<file path="src/rtl/vga_bus_pkg.sv">
// Shared definitions for the processor-to-VGA bus: peripheral register
// addresses, frame buffer limits (160x120) and the rectangle writer FSM states.
package vga_bus_pkg;
  localparam int          BUS_W         = 8;
  localparam logic [7:0]  VGA_BASE_ADDR = 8'hB0;
  localparam logic [7:0]  VGA_X_REG     = 8'hB1;
  localparam logic [7:0]  VGA_Y_REG     = 8'hB2;
  localparam int          FB_X_MAX      = 159;
  localparam int          FB_Y_MAX      = 119;

  typedef enum logic [2:0] {
    IDLE, REQ, ROW_Y, ROW_GAP, PIX_X, PIX_GAP, FIN
  } state_e;
endpackage

</file>
<file path="src/rtl/vga_rect_clip.sv">
// Combinational rectangle clipper.
//   x0/y0/width/height : requested rectangle
//   x_start..y_end     : inclusive bounds clipped to the frame buffer
//   empty              : nothing to draw (zero size or origin off-screen)
module vga_rect_clip
  import vga_bus_pkg::*;
#(
  parameter int X_MAX = FB_X_MAX,
  parameter int Y_MAX = FB_Y_MAX
) (
  input  logic [7:0] x0,
  input  logic [6:0] y0,
  input  logic [7:0] width,
  input  logic [6:0] height,
  output logic [7:0] x_start,
  output logic [7:0] x_end,
  output logic [6:0] y_start,
  output logic [6:0] y_end,
  output logic       empty
);
  // 9 bits hold x0+width-1 (max 509) without wrap; underflow only when
  // width==0, which is already flagged empty.
  logic [8:0] x_last, y_last;

  assign x_last  = {1'b0, x0} + {1'b0, width} - 9'd1;
  assign y_last  = {2'b0, y0} + {2'b0, height} - 9'd1;
  assign x_start = x0;
  assign y_start = y0;
  assign x_end   = (x_last > 9'(X_MAX)) ? 8'(X_MAX) : x_last[7:0];
  assign y_end   = (y_last > 9'(Y_MAX)) ? 7'(Y_MAX) : y_last[6:0];
  assign empty   = (width == 8'd0) || (height == 7'd0) ||
                   ({1'b0, x0} > 9'(X_MAX)) || ({2'b0, y0} > 9'(Y_MAX));
endmodule

</file>
<file path="src/rtl/vga_rect_writer.sv">
// Bus initiator that fills a rectangle of the VGA frame buffer: per row it
// writes the Y register once, then the X register once per column; each
// coordinate write strobes one pixel. Arbitrates with BUS_REQ/BUS_GNT.
//   CLK, RESET_N        : clock, async active-low reset
//   START, X0..HEIGHT   : fill request, sampled in IDLE only
//   BUS_GNT / BUS_REQ   : arbiter handshake
//   BUS_ADDR/DATA/WE    : write port, address/data zero when not writing
//   BUSY, DONE          : in-progress flag, one-cycle completion pulse
module vga_rect_writer
  import vga_bus_pkg::*;
#(
  parameter int         ADDR_W     = 8,
  parameter int         DATA_W     = 8,
  parameter logic [7:0] VGA_X_ADDR = VGA_X_REG,
  parameter logic [7:0] VGA_Y_ADDR = VGA_Y_REG,
  parameter int         X_MAX      = FB_X_MAX,
  parameter int         Y_MAX      = FB_Y_MAX
) (
  input  logic              CLK,
  input  logic              RESET_N,
  input  logic              START,
  input  logic [7:0]        X0,
  input  logic [6:0]        Y0,
  input  logic [7:0]        WIDTH,
  input  logic [6:0]        HEIGHT,
  input  logic              BUS_GNT,
  output logic              BUS_REQ,
  output logic [ADDR_W-1:0] BUS_ADDR,
  output logic [DATA_W-1:0] BUS_DATA,
  output logic              BUS_WE,
  output logic              BUSY,
  output logic              DONE
);
  state_e            state_q, state_d;
  logic [7:0]        x_q, x_d, xs_q, xs_d, xe_q, xe_d;
  logic [6:0]        y_q, y_d, ye_q, ye_d;
  logic              req_q, req_d, we_q, we_d, busy_q, busy_d, done_q, done_d;
  logic [ADDR_W-1:0] addr_q, addr_d;
  logic [DATA_W-1:0] data_q, data_d;

  logic [7:0] c_xs, c_xe;
  logic [6:0] c_ys, c_ye;
  logic       c_empty;

  vga_rect_clip #(.X_MAX(X_MAX), .Y_MAX(Y_MAX)) u_clip (
    .x0(X0), .y0(Y0), .width(WIDTH), .height(HEIGHT),
    .x_start(c_xs), .x_end(c_xe), .y_start(c_ys), .y_end(c_ye),
    .empty(c_empty)
  );

  always_comb begin
    state_d = state_q;
    x_d     = x_q;
    y_d     = y_q;
    xs_d    = xs_q;
    xe_d    = xe_q;
    ye_d    = ye_q;
    case (state_q)
      IDLE: if (START) begin
        xs_d    = c_xs;
        xe_d    = c_xe;
        ye_d    = c_ye;
        x_d     = c_xs;
        y_d     = c_ys;
        state_d = c_empty ? FIN : REQ;
      end
      REQ:     if (BUS_GNT) state_d = ROW_Y;
      // A write state is left only after its strobe went out; without
      // grant it holds with the bus idle and retries the same coordinate.
      ROW_Y:   if (we_q) state_d = ROW_GAP;
      ROW_GAP: begin
        x_d     = xs_q;
        state_d = PIX_X;
      end
      PIX_X:   if (we_q) state_d = PIX_GAP;
      PIX_GAP: begin
        if (x_q < xe_q) begin
          x_d     = x_q + 8'd1;
          state_d = PIX_X;
        end else if (y_q < ye_q) begin
          y_d     = y_q + 7'd1;
          state_d = ROW_Y;
        end else begin
          state_d = FIN;
        end
      end
      FIN:     state_d = IDLE;
      default: state_d = IDLE;
    endcase
  end

  // Outputs are decoded from the next state so they register in step with
  // it; grant is sampled at the edge that would launch a write.
  always_comb begin
    we_d   = ((state_d == ROW_Y) || (state_d == PIX_X)) && BUS_GNT;
    addr_d = '0;
    data_d = '0;
    if (we_d) begin
      if (state_d == ROW_Y) begin
        addr_d = ADDR_W'(VGA_Y_ADDR);
        data_d = DATA_W'({1'b0, y_d});
      end else begin
        addr_d = ADDR_W'(VGA_X_ADDR);
        data_d = DATA_W'(x_d);
      end
    end
    req_d  = (state_d != IDLE) && (state_d != FIN);
    busy_d = (state_d != IDLE);
    done_d = (state_d == FIN);
  end

  always_ff @(posedge CLK or negedge RESET_N) begin
    if (!RESET_N) begin
      state_q <= IDLE;
      x_q     <= '0;
      y_q     <= '0;
      xs_q    <= '0;
      xe_q    <= '0;
      ye_q    <= '0;
      req_q   <= 1'b0;
      we_q    <= 1'b0;
      busy_q  <= 1'b0;
      done_q  <= 1'b0;
      addr_q  <= '0;
      data_q  <= '0;
    end else begin
      state_q <= state_d;
      x_q     <= x_d;
      y_q     <= y_d;
      xs_q    <= xs_d;
      xe_q    <= xe_d;
      ye_q    <= ye_d;
      req_q   <= req_d;
      we_q    <= we_d;
      busy_q  <= busy_d;
      done_q  <= done_d;
      addr_q  <= addr_d;
      data_q  <= data_d;
    end
  end

  assign BUS_REQ  = req_q;
  assign BUS_WE   = we_q;
  assign BUS_ADDR = addr_q;
  assign BUS_DATA = data_q;
  assign BUSY     = busy_q;
  assign DONE     = done_q;
endmodule

</file>
<file path="config.mk">
export PLATFORM = sky130hd
export DESIGN_NAME = vga_rect_writer
export DESIGN_NICKNAME = d
export VERILOG_FILES = /design/src/rtl/vga_bus_pkg.sv /design/src/rtl/vga_rect_clip.sv /design/src/rtl/vga_rect_writer.sv
export SDC_FILE = /design/constraint.sdc
export NUM_CORES = 1
export LEC_CHECK = 0
export ABC_AREA = 1
export CAP_MARGIN = 40
export CORE_MARGIN = 2
export CORE_UTILIZATION = 30
export CTS_CLUSTER_SIZE = 24
export DETAILED_ROUTE_END_ITERATION = 7
export PLACE_DENSITY = 0.57
export SLEW_MARGIN = 20
export SYNTH_ARGS = -nofsm -noshare
export SYNTH_HDL_FRONTEND = slang
export SYNTH_HIERARCHICAL = 1
export SYNTH_SLANG_ARGS = --single-unit
</file>
<file path="constraint.sdc">
create_clock -name CLK -period 2.5 [get_ports CLK]
set_clock_uncertainty 0.15 [all_clocks]
set_input_delay 0.625 -clock CLK [delete_from_list [all_inputs] [get_ports CLK]]
set_output_delay 0.625 -clock CLK [all_outputs]
set_load 0.02 [all_outputs]
</file>
# ---- After elaboration in Yosys (flattened, before gate mapping)
# Index checks and enable logic that the tools add are counted.
dict set report totals {
  reg_bits 61
  in_bits 34
  out_inout_bits 20
  word_cells 65
}
dict set report op_classes {
  add_sub_neg 6
  order_cmp 6
  n_eq_ne 9
  muxes 21
  reduce_logical 11
}
# operator count
set op_table {}
lappend op_table {{$mux 8} 6}
lappend op_table {{$mux 7} 4}
lappend op_table {{$pmux 8 s3} 1}
lappend op_table {{$mux 3} 7}
lappend op_table {{$pmux 3 s6} 1}
lappend op_table {{$sub 9x1->9 const B} 2}
lappend op_table {{$pmux 7 s2} 1}
lappend op_table {{$eq 3x3->1 const B} 4}
lappend op_table {{$add 8x8->9} 1}
lappend op_table {{$eq 3x2->1 const B} 3}
lappend op_table {{$gt 9x7->1 const B} 1}
lappend op_table {{$gt 9x8->1 const B} 1}
lappend op_table {{$add 7x7->8} 1}
lappend op_table {{$add 8x1->8 const B} 1}
lappend op_table {{$gt 8x8->1 const B} 1}
lappend op_table {{$logic_not 8->1} 1}
lappend op_table {{$lt 8x8->1} 1}
lappend op_table {{$add 7x1->7 const B} 1}
lappend op_table {{$gt 7x7->1 const B} 1}
lappend op_table {{$logic_not 7->1} 1}
lappend op_table {{$lt 7x7->1} 1}
lappend op_table {{$logic_or 1x1->1} 4}
lappend op_table {{$eq 3x1->1 const B} 1}
lappend op_table {{$logic_not 3->1} 1}
lappend op_table {{5 further kinds} 6}

# ---- Logic depth before layout (Yosys ltp)
dict set report depth {
  depth_word 11
  mapped_depth 17
  depth_no_buf 17
}

# ---- Cells and area by module
# Netlist, hierarchy kept.
# module instances cells_per_inst area_per_inst_um2 seq_area_each_um2
set by_module_without_submodules {}
lappend by_module_without_submodules {vga_rect_writer 1 488 3585.9 1376.3}
lappend by_module_without_submodules {vga_rect_clip 1 235 1346.3 0.0}

# ---- Worst setup path before layout
# OpenSTA, ideal clock, no wires.
dict set report synth_timing {
  path_type {input to register}
  start {input port WIDTH[1]}
  end {register xe_q[1]}
  setup_ns 0.130
  t_arrival_ns 2.275
  t_required_ns 2.220
  path_slack_ns -0.055
  path_stages 16
  path_buffers 0
  cell_sequence {inv_1 > ha_1 > inv_1 > ha_1 > inv_1 > fa_1 > inv_1 > nand3_1 > nand2_1 > nand2_1 > nand2_1 > nand3_1 > nand2_2 > nand3b_1 > nand2_1 > o21ai_0}
}
dict set report synth_between {
  elab_chain_len 4
}
# item line
set synth_rtl {}
lappend synth_rtl {{start, declared} vga_rect_writer.sv:24} ;# input logic [7:0] WIDTH,
lappend synth_rtl {{$add 8x8->9 (*)} vga_rect_clip.sv:25} ;# assign x_last = {1'b0, x0} + {1'b0, width} - 9'd1;
lappend synth_rtl {{$sub 9x1->9 (*)} vga_rect_clip.sv:25}
lappend synth_rtl {{$gt 9x8->1} vga_rect_clip.sv:29} ;# assign x_end = (x_last > 9'(X_MAX)) ? 8'(X_MAX) : x_last[7:0];
lappend synth_rtl {{$mux 8 (*)} vga_rect_clip.sv:29}
lappend synth_rtl {{net c_xe[1]} vga_rect_writer.sv:41} ;# logic [7:0] c_xs, c_xe;
lappend synth_rtl {{end signal, assigned} vga_rect_writer.sv:118} ;# xe_q <= '0;
lappend synth_rtl {{end signal, assigned} vga_rect_writer.sv:131} ;# xe_q <= xe_d;
lappend synth_rtl {{end, declared} vga_rect_writer.sv:35} ;# logic [7:0] x_q, x_d, xs_q, xs_d, xe_q, xe_d;
# Mark *: on every way through the listed nets, which the timed path passes. The rest lies on a longest branch.
# A chain may end at the register's enable or synchronous reset.

# ---- Final worst setup path
dict set report layout_timing {
  start {input port HEIGHT[6]}
  end {register ye_q[3]}
}
dict set report layout_between {
  elab_chain_len 4
}
# item line
set layout_rtl {}
lappend layout_rtl {{start, declared} vga_rect_writer.sv:25} ;# input logic [6:0] HEIGHT,
lappend layout_rtl {{$add 7x7->8} vga_rect_clip.sv:26} ;# assign y_last = {2'b0, y0} + {2'b0, height} - 9'd1;
lappend layout_rtl {{$sub 9x1->9} vga_rect_clip.sv:26}
lappend layout_rtl {{$gt 9x7->1} vga_rect_clip.sv:30} ;# assign y_end = (y_last > 9'(Y_MAX)) ? 7'(Y_MAX) : y_last[6:0];
lappend layout_rtl {{$mux 7} vga_rect_clip.sv:30}
lappend layout_rtl {{net c_ye[3]} vga_rect_writer.sv:42} ;# logic [6:0] c_ys, c_ye;
lappend layout_rtl {{end signal, assigned} vga_rect_writer.sv:132} ;# ye_q <= ye_d;
lappend layout_rtl {{end, declared} vga_rect_writer.sv:36} ;# logic [6:0] y_q, y_d, ye_q, ye_d;
# The timed path passes the listed nets, and every way through them passes these cells.

==> flow_summary_export.csv <==
group,metric,value,unit
global_routing,vias_in_the_first_global_route,4689,
logic_synthesis,synth.yosys.seq_area_share,27.90,%
logic_synthesis,syn_area_per_cell,6.822,µm²
die,placeableCoreArea,16000,µm²
clock_network,tritoncts,"yes",
logic_synthesis,mappedNetlistArea,4932,µm²
setup_path,worst-endpoint-arrival,2.46,ns
setup_path,crit_type,"in -> reg",
global_routing,gr-total-overflow,0,
setup_path,cp_max_fo,7,
placed_design,gp_routability_congestion,0.8794,
clock_network,buffer_type_at_the_clock_tree_root,"clkbuf_16",
placed_design,dp.final_hpwl,9959,µm
placed_design,io_buffer_count,50,
die,starting_density_of_the_core,30.83,%
logic_synthesis,yosys_warnings,6,
logic_synthesis,yosysUniqueCellTypes,40,
logic_synthesis,ys_dominant_reg_cell,"dfrtp_1",
detailed_routing,avgRoutedWirePerCell,12.56,µm
global_routing,pin_count_of_the_biggest_net_entering_global_routing,56,
timing,timing.final.setup_violations,0,
power,max-vdd-ir-drop,0.4614,mV
detailed_routing,post-route-drc-count,0,
die,die_w,132.2,µm
timing,period_share,94.87,%
finish,nNetsFinal,904,
detailed_routing,routed_wl,13090,µm
timing,clock.fmax,421.6,MHz
finish,n_fill_cell,1692,
finish,area_growth_from_synthesis_to_final_layout,33.23,%
flow_run,drv_cap,0,
power,total_leakage_power,3.477,nW
clock_network,clock_sink_count,55,
setup_path,worst_endpoint_required_time,2.59,ns
timing,slew_viol_final,0,
die,ioPinCount,54,
global_routing,grt_antenna_before_repair,0,
timing,tns,0,ns
clock_network,ctsLongestPathBuffers,2,
die,die_height,132.2,µm
global_routing,grt_first_pass_wirelength,21760,µm
clock_network,tritoncts_buffer_count,5,
logic_synthesis,syn_inst,723,
outcome,outcome,"finished, final reports clean",
clock_network,cts-htree-levels,2,
die,std_cell_rows,46,
global_routing,globalRouteTotalUtil,15.19,%
timing,timing.final.crit_period,2.372,ns
logic_synthesis,synth_edf_count,0,
detailed_routing,avgViaCountPerCell,4.498,
setup_path,start_kind,"input pin",
setup_path,critPathCaptureType,"register",
detailed_routing,final_antenna_net_count,0,
finish,insertedDiodeCount,0,
logic_synthesis,ys_seq_elements,55,
clock_network,clk_pin_slew_worst_paths,0.08,ns
detailed_routing,detailedRoute.firstPassIterationCount,4,
detailed_routing,num_vias,4687,
power,report.power.total,7.491,mW
clock_network,clock_latency,0.31,ns
power,powerDensity,1140,nW/µm²
timing,timing.final.hold_violations,0,
logic_synthesis,synth.largest_area_cell,"dfrtp_1",
die,design.die.area,17480,µm²
detailed_routing,first_iter_violations,204,
finish,drive_gt1_share,27.00,%
logic_synthesis,synthArstFlopShare,100.0,%
logic_synthesis,synth_top_cells_by_area,"dfrtp_1, nand2_1, ha_1",
hold_path,min_path_type,"in -> async",
finish,final_util,41.07,%
logic_synthesis,top_area_cell_type_share_of_the_netlist_area,27.90,%
-- worst paths after layout --
| check | slack (ns) | start | to | cells past startpoint |
|---|---|---|---|---|
| worst min register to register | 0.35 | xe_q[0]$_DFFE_PN0P_ | xe_q[0]$_DFFE_PN0P_ | 2 |
| worst max-delay path | 0.13 | HEIGHT[6] | ye_q[3]$_DFFE_PN0P_ | 17 |
| worst min-delay path | 0.15 | RESET_N | BUS_DATA[7]$_DFF_PN0_ | 2 |
| min in group CLK | 0.35 | xe_q[0]$_DFFE_PN0P_ | xe_q[0]$_DFFE_PN0P_ | 2 |
| max in group asynchronous | 1.75 | RESET_N | y_q[4]$_DFF_PN0_ | 2 |
| worst max register to register | 0.18 | x_q[5]$_DFF_PN0_ | BUS_DATA[1]$_DFF_PN0_ | 14 |
-- cells in the final DEF (no fill, tap or decap), drive strengths merged, types with 3 or more instances in the layout --
cell           count
nand2            225
inv              151
buf               75
nand3             60
dfrtp             55
ha                43
nor2              38
o21ai             31
a21oi             29
clkdlybuf4s50     19
clkbuf            15
nand4             10
xor2              10
dlygate4sd2       10
nand3b             8
clkdlybuf4s15      7
a21boi             6
dlymetal6s2s       6
o22ai              5
nor3               5
conb               3
nor4               3
-- synthesized netlist by cell type (5+ instances only) --
cell type and count:
nand2_1 203, inv_1 143, nand3_1 57, dfrtp_1 55
ha_1 43, nor2_1 30, o21ai_0 29, a21oi_1 23
buf_4 22, nand2_2 15, nand4_1 10, xor2_1 10
nand3b_1 8, buf_2 7, inv_2 7, nand2_4 7
a21boi_0 6, a21oi_2 5, o22ai_1 5
-- report_power, final --
group	internal [mW]	switching [mW]
logic	2.06	3.10
registers	1.31	0.260
clock network	0.428	0.329
total	3.80	3.69
-- logic make-up after synthesis --
logic type / Yosys count / synth area share (%)
AOI/OAI and AO/OA: 76 / 9.209
xor gates and xnor gates: 12 / 2.131
adders and majority gates: 45 / 11.72
buffers and inverters: 183 / 16.03
DFF: 55 / 27.90
other: 1 / 0.07603
and+or+nand+nor: 351 / 32.93
-- sequential cells by signal, indices dropped and copies added (netlist names), 3 cells and up --
| signal | flops |
|---|---|
| ye_q | 7 |
| xe_q | 8 |
| y_q | 7 |
| BUS_DATA | 8 |
| xs_q | 8 |
| BUS_ADDR | 3 |
| state_q | 3 |
| x_q | 8 |
-- critical path, cell delays in order --
cell and delay [ns]:
dlygate4sd2_1 0.25, buf_4 0.13, inv_1 0.05, ha_1 0.22, inv_2 0.07, ha_4 0.21, nand2_1 0.09, inv_1 0.05
nand2_1 0.09, nand3_1 0.09, nand2_1 0.08, nand2_2 0.07, nor2_4 0.15, nand2_1 0.07, nor2_1 0.10, nand2_1 0.05
o21ai_1 0.06
-- final cells by class --
| type | count | area, µm² | share of cell area (%) |
|---|---|---|---|
| Multi-Input combinational cell | 487 | 3157 | 48.04 |
| Sequential cell | 55 | 1376 | 20.94 |
| Timing Repair Buffer | 124 | 1031 | 15.69 |
| Inverter | 152 | 580.6 | 8.835 |
| Tap cell | 216 | 270.3 | 4.113 |
| Clock buffer | 8 | 156.4 | 2.380 |
-- through the flow --
stage	cell area, µm²	worst slack [ns]	std cells	hold slack, ns
after floorplan	4947	-0.0004172	725	0.1794
after global placement	5998	-0.6102	1025	0.3401
after detailed placement	5998	-0.6125	1025	0.3403
after CTS	6441	-0.01155	1040	0.1813
after global routing	6571	-0.04379	1042	0.1911
final	6571	0.1281	1042	0.1533
-- per-layer routing --
layer	global-route usage (%)	up-vias	routed length, µm
met3	2.922	22	407
met2	27.98	77	6665
met1	18.11	2150	5748
li1	-	2438	-
met5	0	-	0
met4	3.763	0	270
-- timing repair --
item | in CTS | in global routing
setup buffers | 7 | 2
setup endpoints to repair | 24 | 24
resized for setup | 86 | 61
gates cloned | 0 | 0
hold buffers | 0 | 0
pin swaps | 49 | 37
Power figures use the tool's default switching activity.
==> variant (same flow settings) <==
Change the parameter `DATA_W` from 8 to 9.
--- a/src/rtl/vga_rect_writer.sv
+++ b/src/rtl/vga_rect_writer.sv
@@ -10,7 +10,7 @@
   import vga_bus_pkg::*;
 #(
   parameter int         ADDR_W     = 8,
-  parameter int         DATA_W     = 8,
+  parameter int         DATA_W     = 9,
   parameter logic [7:0] VGA_X_ADDR = VGA_X_REG,
   parameter logic [7:0] VGA_Y_ADDR = VGA_Y_REG,
   parameter int         X_MAX      = FB_X_MAX,
Ports: changed (resized BUS_DATA); port bits go from 54 to 55. No check against the original RTL was run, so the function may have changed too.
==> variant against the original RTL <==
- die area grew 0.81%
- routed wire length rose by 2.8%
- synthesized area is 0.84% higher
- sequential cell count unchanged
- design area increased by 1.7%
- non-clock buffer count grew 12
- synthesized cell count grew 1.1%
- register-to-register slack worse by 0.02 ns
- sequential share of layout area decreased by 0.34 points
- power rose by 3.3%
- critical path depth is 1 lower
- worst setup slack worse by 0.028 ns
- utilization shrank 0.32 points
==> variant: results (changes against the original RTL) <==
status:
  outcome: "finished clean"  # unchanged
critical_path:
  worstPathArrival_ns: 2.48  # was 2.46 ns
  slowest_stage: "ha_4"  # was dlygate4sd2_1
  cpPeakStageDelay_ns: 0.28  # was 0.25 ns
  r2r_setup_slack_ns: 0.16  # was 0.18 ns
  r2r_cells: 13  # was 14
pwr:
  clkPwrFrac_pct: 10.9  # was 10.1%
  p_per_area_mw_per_mm2: 1160  # was 1140 mW/mm²
  p_leak_nw: 3.55  # was 3.48 nW
  vdd.ir_drop.worst_mv: 0.450  # was 0.461 mV
  swShare_pct: 49.0  # was 49.2%
  power_switching_mw: 3.79  # was 3.69 mW
  seq_power_share_pct: 20.4  # was 21.0%
final_layout:
  drive_gt1_share_pct: 28.6  # was 27.0%
  fin_nets: 921  # was 904
  fillers: 1685  # was 1,692
placement:
  dp_cells: 1043  # was 1,025
  place.detailed.hpwl_um: 10400  # was 9960 µm
  post-place-ws_ns: -0.617  # was -0.612 ns
synthesis:
  yosysSeqAreaShare_pct: 27.7  # was 27.9%
  synthCells: 731  # was 723
  synthAdderAreaFrac_pct: 11.6  # was 11.7%
  ys_top_cells_by_area: "dfrtp_1 28%, nand2_1 16%, ha_1 11%"  # was dfrtp_1 28%, nand2_1 15%, ha_1 11%
  ys_top_cells_by_count: "208 x nand2_1, 142 x inv_1, 59 x nand3_1"  # was 203 x nand2_1, 143 x inv_1, 57 x nand3_1
  synth_xor_area_share_pct: 1.76  # was 2.13%
  synth-compound-area-share_pct: 9.36  # was 9.21%
routing:
  dr_wl_met3_um: 416  # was 407 µm
  drt-wirelength-per-cell_um: 12.7  # was 12.6 µm
  via_per_inst: 4.44  # was 4.50
  firstDrtPassIters: 5  # was 4
  wl_met2_um: 6900  # was 6670 µm
  drt-met1-wl_um: 5900  # was 5750 µm
  drt_iter0_drc: 230  # was 204
global_routing:
  grtUsageMet3_pct: 2.07  # was 2.92%
  use_met1_pct: 19.2  # was 18.1%
  grt_pass1_vias: 4635  # was 4,689
  grt_max_degree: 35  # was 56
  grt_use_met2_pct: 28.4  # was 28.0%
  grtUsageTotal_pct: 15.6  # was 15.2%
clock_tree:
  cts_made_buffers: 5  # unchanged
sta:
  hold_slack_ns: 0.156  # was 0.153 ns
==> variant: changes by cell type after synthesis, sizes merged <==
cell,unedited run,this run
nand4,10,11
o21bai,2,3
inv,151,150
o221a,1,0
xor2,10,9
xnor2,2,1
buf,30,33
nand2,225,229
nor3,5,4
nand3,60,62
a31oi,1,3
a21oi,29,25
clkbuf,1,2
o21ai,31,34
==> variant: cells by family (layout without fill, tap and decap cells) <==
group | Yosys count | count (layout)
adder cells (fa/ha/maj) | 45 | 45
buffers and inverters | 186 | 295
XOR/XNOR | 10 | 10
other | 1 | 4
AO/OA/AOI/OAI | 77 | 77
AND/OR/NAND/NOR | 357 | 357
flip-flops | 55 | 55
==> variant: timing repair <==
| action | CTS | global route |
|---|---|---|
| buffers inserted | 6 | 6 |
| pin swaps | 56 | 38 |
| gates resized for setup | 101 | 56 |
| endpoints found under the setup margin | 26 | 25 |
==> variant: how the worst max path moves through the flow <==
stage / start / endpoint / slack (ns) / depth (start not counted)
6_report: HEIGHT[4] / ye_q[3]$_DFFE_PN0P_ / 0.10 / 16
5_1_grt: HEIGHT[0] / ye_q[3]$_DFFE_PN0P_ / -0.02 / 15
4_1_cts: WIDTH[1] / xe_q[5]$_DFFE_PN0P_ / 0.008 / 18
3_5_place_dp: WIDTH[1] / xe_q[5]$_DFFE_PN0P_ / -0.62 / 18
3_3_place_gp: WIDTH[1] / xe_q[5]$_DFFE_PN0P_ / -0.58 / 18
2_1_floorplan: WIDTH[1] / xe_q[1]$_DFFE_PN0P_ / 0.004 / 16
==> variant: layout make-up <==
type	count	area share, %
inverters	151	8.48
clock inverters	2	0.524
clock buffers	6	2.08
flip-flops and latches	55	20.6
well taps	220	4.12
multi-input cells	493	47.9
repair buffers	136	16.3
